[src/rtl/beehive_ctrl_noc_msg.sv]
// rtl/beehive_ctrl_noc_msg.sv - shared ctrl-NoC message constants and flit-count helpers
//
// Purpose: constants and helper functions shared by the ctrl-NoC arbiter and the
// ctrl-to-data header converter, so both derive packet lengths identically.
// Ports: none (package).
package beehive_ctrl_noc_msg;

    localparam int CTRL_NOC1_DATA_W = 64;

    // Number of flits needed to carry extra_w extra-header bits.
    function automatic int ctrl_noc_extra_flits(input int extra_w);
        return (extra_w + CTRL_NOC1_DATA_W - 1) / CTRL_NOC1_DATA_W;
    endfunction

    // Width of a source index; never below 1 bit.
    function automatic int ctrl_noc_idx_w(input int num_srcs);
        return (num_srcs > 1) ? $clog2(num_srcs) : 1;
    endfunction

endpackage

[src/rtl/ctrl_noc_rr_pick.sv]
// rtl/ctrl_noc_rr_pick.sv - combinational round-robin picker
//
// Purpose: returns the first asserted request at or after rr_ptr_i, wrapping
// modulo NUM_SRCS.
// Ports:
//   req_i       - request vector, one bit per source
//   rr_ptr_i    - search start index (must be < NUM_SRCS)
//   grant_idx_o - index of the selected source (0 when none)
//   any_req_o   - high when at least one request is asserted
module ctrl_noc_rr_pick
    import beehive_ctrl_noc_msg::*;
#(
    parameter int NUM_SRCS = 4
) (
    input  logic [NUM_SRCS-1:0]                        req_i,
    input  logic [ctrl_noc_idx_w(NUM_SRCS)-1:0]        rr_ptr_i,
    output logic [ctrl_noc_idx_w(NUM_SRCS)-1:0]        grant_idx_o,
    output logic                                       any_req_o
);

    localparam int IDX_W = ctrl_noc_idx_w(NUM_SRCS);

    int               sum;
    logic [IDX_W-1:0] idx;

    // Scan offsets from highest to lowest so the smallest offset from the
    // pointer is the last (and winning) assignment.
    always_comb begin
        grant_idx_o = '0;
        any_req_o   = 1'b0;
        sum         = 0;
        idx         = '0;
        for (int k = NUM_SRCS - 1; k >= 0; k--) begin
            sum = int'(rr_ptr_i) + k;
            idx = IDX_W'((sum >= NUM_SRCS) ? (sum - NUM_SRCS) : sum);
            if (req_i[idx]) begin
                grant_idx_o = idx;
                any_req_o   = 1'b1;
            end
        end
    end

endmodule

[src/rtl/ctrl_noc_pkt_rr_arb.sv]
// rtl/ctrl_noc_pkt_rr_arb.sv - packet-locked round-robin arbiter for ctrl-NoC flits
//
// Purpose: merges NUM_SRCS ctrl-NoC flit streams into one, granting a whole
// packet (2 header flits + extra flits) to one source at a time.
// Ports:
//   clk, rst       - clock, synchronous active-high reset
//   src_arb_val    - per-source flit valid
//   src_arb_data   - per-source flit data
//   arb_src_rdy    - per-source ready (only the locked source can see ready)
//   arb_dst_val    - merged flit valid
//   arb_dst_data   - merged flit data
//   dst_arb_rdy    - downstream ready
//   arb_grant_idx  - locked source index (meaningful while arb_busy)
//   arb_busy       - high while a packet is locked
module ctrl_noc_pkt_rr_arb
    import beehive_ctrl_noc_msg::*;
#(
    parameter int NUM_SRCS = 4,
    parameter int EXTRA_W  = 64
) (
    input  logic                                        clk,
    input  logic                                        rst,
    input  logic [NUM_SRCS-1:0]                         src_arb_val,
    input  logic [NUM_SRCS-1:0][CTRL_NOC1_DATA_W-1:0]   src_arb_data,
    output logic [NUM_SRCS-1:0]                         arb_src_rdy,
    output logic                                        arb_dst_val,
    output logic [CTRL_NOC1_DATA_W-1:0]                 arb_dst_data,
    input  logic                                        dst_arb_rdy,
    output logic [ctrl_noc_idx_w(NUM_SRCS)-1:0]         arb_grant_idx,
    output logic                                        arb_busy
);

    localparam int               IDX_W     = ctrl_noc_idx_w(NUM_SRCS);
    localparam int               PKT_FLITS = 2 + ctrl_noc_extra_flits(EXTRA_W);
    localparam int               CNT_W     = $clog2(PKT_FLITS);
    localparam logic [CNT_W-1:0] LAST_FLIT = CNT_W'(PKT_FLITS - 1);
    localparam logic [IDX_W-1:0] LAST_SRC  = IDX_W'(NUM_SRCS - 1);

    typedef enum logic {
        ST_IDLE   = 1'b0,
        ST_LOCKED = 1'b1
    } state_t;

    state_t           state_q;
    logic [IDX_W-1:0] grant_q;
    logic [IDX_W-1:0] rr_ptr_q;
    logic [IDX_W-1:0] rr_ptr_d;
    logic [CNT_W-1:0] flit_cnt_q;

    logic [IDX_W-1:0] pick_idx;
    logic             any_req;
    logic             locked;
    logic             dst_xfer;

    ctrl_noc_rr_pick #(
        .NUM_SRCS (NUM_SRCS)
    ) u_pick (
        .req_i       (src_arb_val),
        .rr_ptr_i    (rr_ptr_q),
        .grant_idx_o (pick_idx),
        .any_req_o   (any_req)
    );

    assign locked   = (state_q == ST_LOCKED);
    assign dst_xfer = locked && src_arb_val[grant_q] && dst_arb_rdy;
    assign rr_ptr_d = (grant_q == LAST_SRC) ? '0 : grant_q + 1'b1;

    always_ff @(posedge clk) begin
        if (rst) begin
            state_q    <= ST_IDLE;
            grant_q    <= '0;
            rr_ptr_q   <= '0;
            flit_cnt_q <= '0;
        end else begin
            case (state_q)
                ST_IDLE: begin
                    if (any_req) begin
                        grant_q    <= pick_idx;
                        flit_cnt_q <= '0;
                        state_q    <= ST_LOCKED;
                    end
                end
                ST_LOCKED: begin
                    // A stalled source or downstream simply holds everything.
                    if (dst_xfer) begin
                        if (flit_cnt_q == LAST_FLIT) begin
                            state_q  <= ST_IDLE;
                            rr_ptr_q <= rr_ptr_d;
                        end else begin
                            flit_cnt_q <= flit_cnt_q + 1'b1;
                        end
                    end
                end
                default: state_q <= ST_IDLE;
            endcase
        end
    end

    // Passthrough datapath while locked; everything quiet in IDLE.
    always_comb begin
        arb_src_rdy  = '0;
        arb_dst_val  = 1'b0;
        arb_dst_data = '0;
        if (locked) begin
            arb_src_rdy[grant_q] = dst_arb_rdy;
            arb_dst_val          = src_arb_val[grant_q];
            arb_dst_data         = src_arb_data[grant_q];
        end
    end

    assign arb_busy      = locked;
    assign arb_grant_idx = grant_q;

endmodule

[config.mk]
export PLATFORM = sky130hd
export DESIGN_NAME = ctrl_noc_pkt_rr_arb
export DESIGN_NICKNAME = d
export VERILOG_FILES = /design/src/rtl/beehive_ctrl_noc_msg.sv /design/src/rtl/ctrl_noc_rr_pick.sv /design/src/rtl/ctrl_noc_pkt_rr_arb.sv
export SDC_FILE = /design/constraint.sdc
export NUM_CORES = 1
export LEC_CHECK = 0
export CORE_AREA = 8 8 124 126
export CTS_CLUSTER_DIAMETER = 60
export DETAILED_ROUTE_END_ITERATION = 16
export DIE_AREA = 0 0 132 134
export SLEW_MARGIN = 15
export SYNTH_ARGS = -nofsm -noshare
export SYNTH_HDL_FRONTEND = slang
export SYNTH_HIERARCHICAL = 1
export SYNTH_SLANG_ARGS = --single-unit
export TNS_END_PERCENT = 100
[constraint.sdc]
create_clock -name clk -period 5.1 [get_ports clk]
set_clock_uncertainty 0.1 [all_clocks]
set_input_delay 0.765 -clock clk [delete_from_list [all_inputs] [get_ports clk]]
set_output_delay 0.765 -clock clk [all_outputs]
set_load 0.01 [all_outputs]
## Word level (Yosys, flattened, before mapping)

Cells that the tools add are included.

- Register bits after elaboration: 7
- Bits of input ports: 263
- Output and inout bits: 72

- Add/sub/neg operators: 9
- $lt $le $gt $ge: 10
- Equal/unequal tests: 5
- Multiplexer cells: 38
- Bitwise gates (word level): 2
- Reduce and logical (&&, ||, !) cells: 6

Operators with widths:

| operator | count |
|---|---|
| binary-select mux 64 bit (select 2 bit) | 1 |
| 2-to-1 mux 64 bit | 2 |
| 2-to-1 mux 2 bit | 12 |
| < comparator 2 x 3 -> 1 bit, second input constant | 5 |
| 2-to-1 mux 1 bit | 14 |
| binary-select mux 1 bit (select 2 bit) | 5 |
| greater-or-equal comparator 3 bit, second input constant | 3 |
| subtractor 2 x 1 -> 2 bit, second input constant | 4 |
| adder 2 x 2 -> 3 bit, second input constant | 2 |
| AND reduction 3 bit | 2 |
| adder 2 x 1 -> 2 bit, second input constant | 2 |
| AND 4 bit | 1 |
| equality test 2 bit, second input constant | 2 |
| 2-to-1 mux 4 bit | 1 |
| inequality test 2 bit, second input constant | 2 |
| case mux 2 bit (2 select lines) | 1 |
| adder 2 x 1 -> 3 bit, second input constant | 1 |
| greater-or-equal comparator 2 x 3 -> 1 bit, second input constant | 1 |
| logical AND 1 bit | 3 |
| demux 1 bit (select 2 bit) | 1 |
| greater-or-equal comparator 2 x 1 -> 1 bit, second input constant | 1 |
| inequality test 2 x 1 -> 1 bit, second input constant | 1 |
| case mux 1 bit (2 select lines) | 1 |
| AND reduction 2 bit | 1 |
| NOT 1 bit | 1 |

## Logic depth before layout (Yosys ltp)

- Word-level depth: 11
- Gate-level depth with buffers: 7
- Mapped depth without buffers: 5

## Hierarchy

Netlist, hierarchy kept.

By module, submodules not included:

| module | instances | cells an instance | area an instance (sq um) | seq. area each (sq um) |
|---|---|---|---|---|
| ctrl_noc_pkt_rr_arb | 1 | 194 | 2,387.3 | 140.1 |
| ctrl_noc_rr_pick | 1 | 13 | 77.6 | 0.0 |

## Worst setup path after synthesis

No wires, ideal clock.

- Kind: register to output
- Start point: register grant_q[0], in the netlist arb_grant_idx[0]
- End point: output port arb_dst_data[10]
- Arrival: 1.608 ns
- Data required time: 4.235 ns
- Slack: 2.627 ns
- Cell stages (with the launch flop): 6
- Cell sequence: dfxtp_1 -> buf_6 -> buf_6 -> buf_4 -> mux4_2 -> and2_1

- Cells in the longest elaborated chain, start to end: 3

Ends and longest elaborated chain:

| what | RTL line | text |
|---|---|---|
| start: declaration | ctrl_noc_pkt_rr_arb.sv:45 | `logic [IDX_W-1:0] grant_q;` |
| start signal: assignment | ctrl_noc_pkt_rr_arb.sv:78 | `grant_q <= pick_idx;` |
| binary-select mux 64 bit (select 2 bit) | ctrl_noc_pkt_rr_arb.sv:107 | `arb_dst_data = src_arb_data[grant_q];` |
| 2-to-1 mux 64 bit (implied by the code) | ctrl_noc_pkt_rr_arb.sv:107 |  |
| 2-to-1 mux 64 bit | ctrl_noc_pkt_rr_arb.sv:104 | `if (locked) begin` |
| end: declaration | ctrl_noc_pkt_rr_arb.sv:27 | `output logic [CTRL_NOC1_DATA_W-1:0] arb_dst_data,` |

Every way passes these cells. The select of a mux whose other input is x is not followed.

## Worst setup path after layout

- Start point: register grant_q[0], in the netlist arb_grant_idx[0]
- End point: output port arb_dst_data[31]

Same word-level chain as after synthesis.

==> results_dict.tcl <==
set metrics [dict create \
    overflow 0 \
    wl_met1_mm 6.27 \
    dieHeight_um 134 \
    core_um2 13500 \
    cts_setup_buffers 0 \
    portBuffers 334 \
    fin_ws_ns 1.64 \
    synthCells 207 \
    tightest_slew_ns 0.977 \
    start_util_pct 18.3 \
    hold_path_class "reg2reg" \
    p_seq_share_pct 10.8 \
    clk_pin_slew_ns 0.04 \
    clkPwrFrac_pct 20.3 \
    p_leak_nw 2.06 \
    clkSinkCount 7 \
    p_sw_share_pct 24.8 \
    io-pin-count 335 \
    drtIter0Drc 144 \
    cts_resized 0 \
    ys_seq_elements 7 \
    cts_hold_buffers 0 \
    antenna_found_initial 0 \
    relSlewSlack_pct 34.9 \
    antennaDiodeCount 0 \
    wl_met3_um 944 \
    max_cap_viol_count 0 \
    netlist_area_um2 2460 \
    syn_to_final_growth_pct 144 \
    hpwl_mm 13.2 \
    place_ws_ns 1.80 \
    cts_root_buffer "clkbuf_16" \
    grt_pass1_vias 3468 \
    power_frac_comb_pct 68.9 \
    hold_viol_final 0 \
    fillers 1276 \
    ys_seq_area_share_pct 5.69 \
    htreeDepth 1 \
    via_count 3193 \
    cp-end-kind "output port" \
    worst_ep_required_time_ns 4.24 \
    synthFlopType "dfxtp_1" \
    ant_nets 0 \
    cts_inserted_buffers 3 \
    setup-tns-final_ns 0 \
    power.internal_w 0.000500 \
    synth-edff-count 0 \
    crit_start "arb_grant_idx[0]$_SDFFE_PP0P_" \
    status "completed" \
    cp.arrival_ns 2.60 \
    met2WireLength_mm 8.45 \
    core.rowCount 43 \
    fmax_ghz 0.289 \
    syn_avg_cell_area_um2 11.9 \
    clockBufferDepth 2 \
    critical_path_class "reg2out" \
    layout.nets 792 \
    grt_start_max_net_pins 75 \
    worstPathMaxFanout 40 \
    layout-drive-gt1-share_pct 14.9 \
    setup_viol 0 \
    gr-usage-all-layers_pct 16.7 \
    total_power_w 0.000665 \
    firstDrtPassIters 4 \
    clk_latency_ns 0.23 \
    die_area_um2 17700 \
    multi_input_area_um2 2190 \
    area.sequential_um2 149 \
    routed_wl_mm 15.7 \
    place_congestion 0.854 \
    p_switching_w 0.000165 \
    period_share_pct 67.9 \
    slew_violations 0 \
    grt_pass1_wl_mm 23.1 \
    syn_nets 475 \
    yosys_warnings 6 \
    routedWlPerCell_um 22.3 \
    top_layer "met4" \
    p_per_area_nw_per_um2 110 \
    drc 0 \
    cp-start-kind "register" \
    ir_drop_v 0.000109 \
    netlist-cell-type-count 25 \
    fin_crit_ns 3.46 \
    synthArstFlopShare_pct 0 \
    hold_start "rr_ptr_q[1]$_SDFFE_PP0P_" \
    cts_tree "built" \
    dieWidth_um 132 \
    r2r-start "arb_grant_idx[1]$_SDFFE_PP0P_" \
    via_per_inst 4.54 \
    rsz0062_at_grt "false" \
]
-- power groups by stage --
stage	clock [W]	combinational (W)	sequential [W]
2_1_floorplan	0	0.000167	0.0000594
3_3_place_gp	0	0.000453	0.0000740
3_5_place_dp	0	0.000460	0.0000743
4_1_cts	0.000135	0.000463	0.0000735
5_1_grt	0.000139	0.000486	0.0000750
6_report	0.000135	0.000458	0.0000719
-- worst max-delay path: stages (launching register included) --
cell	delay, ns
dfxtp_4	0.73
buf_12	0.37
mux4_2	0.55
and2_1	0.17
clkdlybuf4s50_1	0.50
-- per-stage QoR --
| step | hold WS (ns) | cells | util, % | instance area, µm² |
|---|---|---|---|---|
| after floorplan | 0.407 | 207 | - | 2460 |
| after global placement | 0.440 | 699 | 44.0 | 5940 |
| after detailed placement | 0.446 | 699 | 44.0 | 5940 |
| after CTS | 0.455 | 703 | 44.6 | 6020 |
| after global routing | 0.504 | 703 | 44.6 | 6020 |
| final | 0.452 | 703 | 44.6 | 6020 |
-- cells in the final DEF (no fill, tap or decap) --
cell	instances
buf_12	1
nand2_1	2
clkbuf_1	1
dfxtp_4	2
buf_4	1
mux2_2	2
mux4_2	65
nor3_1	3
mux2_4	1
dfxtp_1	4
clkdlybuf4s50_1	334
nor3b_1	2
clkbuf_16	3
and4_4	1
mux2i_1	4
ha_1	5
and2_1	65
inv_1	3
and3_1	4
a211oi_2	1
a21oi_1	1
nor2_1	9
a211oi_1	1
nand2b_1	4
nand4b_1	1
nor2b_1	2
dfxtp_2	1
-- logic make-up (layout without fill, tap and decap cells) --
kind of cell	Yosys count	count (layout)	share of synthesized area, %
AO/OA/AOI/OAI	3	3	1.02
adder cells (fa/ha/maj)	5	5	2.54
buffers and inverters	27	343	5.48
flip-flops	7	7	5.69
multiplexers	72	72	62.5
AND/OR/NAND/NOR	93	93	22.7
-- cell type report --
cell class	count	share of cell area, %
clock buffers	4	1.31
repair buffers	336	56.0
multi-input cells	173	36.3
flip-flops and latches	7	2.47
inverters	3	0.187
well taps	180	3.74
-- Yosys cell counts, drive strengths merged, types with 2 or more instances --
master,instances,area [µm²]
mux2i,4,40.0
clkbuf,11,41.3
and3,4,25.0
nand2,2,7.51
mux4,65,1460
mux2,3,37.5
buf,13,82.6
nor2,9,33.8
inv,3,11.3
nor2b,2,12.5
and2,65,407
nor3b,2,15.0
nor3,3,15.0
nand2b,4,25.0
dfxtp,7,140
ha,5,62.6
a211oi,2,20.0
-- path summary, 6_finish.rpt --
check	end	slack, ns	cells after the start
setup / recovery	arb_dst_data[31]	1.64	4
hold / removal	rr_ptr_q[1]$_SDFFE_PP0P_	0.45	2
setup reg to reg	rr_ptr_q[0]$_SDFFE_PP0P_	2.88	4
hold reg to reg	rr_ptr_q[1]$_SDFFE_PP0P_	0.45	2
-- per-layer routing --
metal / vias up / global-route usage (%)
met5: - / 0
li1: 1450 / -
met4: 0 / 1.15
met3: 2 / 3.48
met1: 1599 / 20.0
met2: 142 / 31.3
-- state kept, by name, summed over array words and instances, names as in the netlist --
signal	count
flit_cnt_q	2
rr_ptr_q	2
arb_busy	1
arb_grant_idx	2
Note: power is estimated with default switching activity, not from simulation.
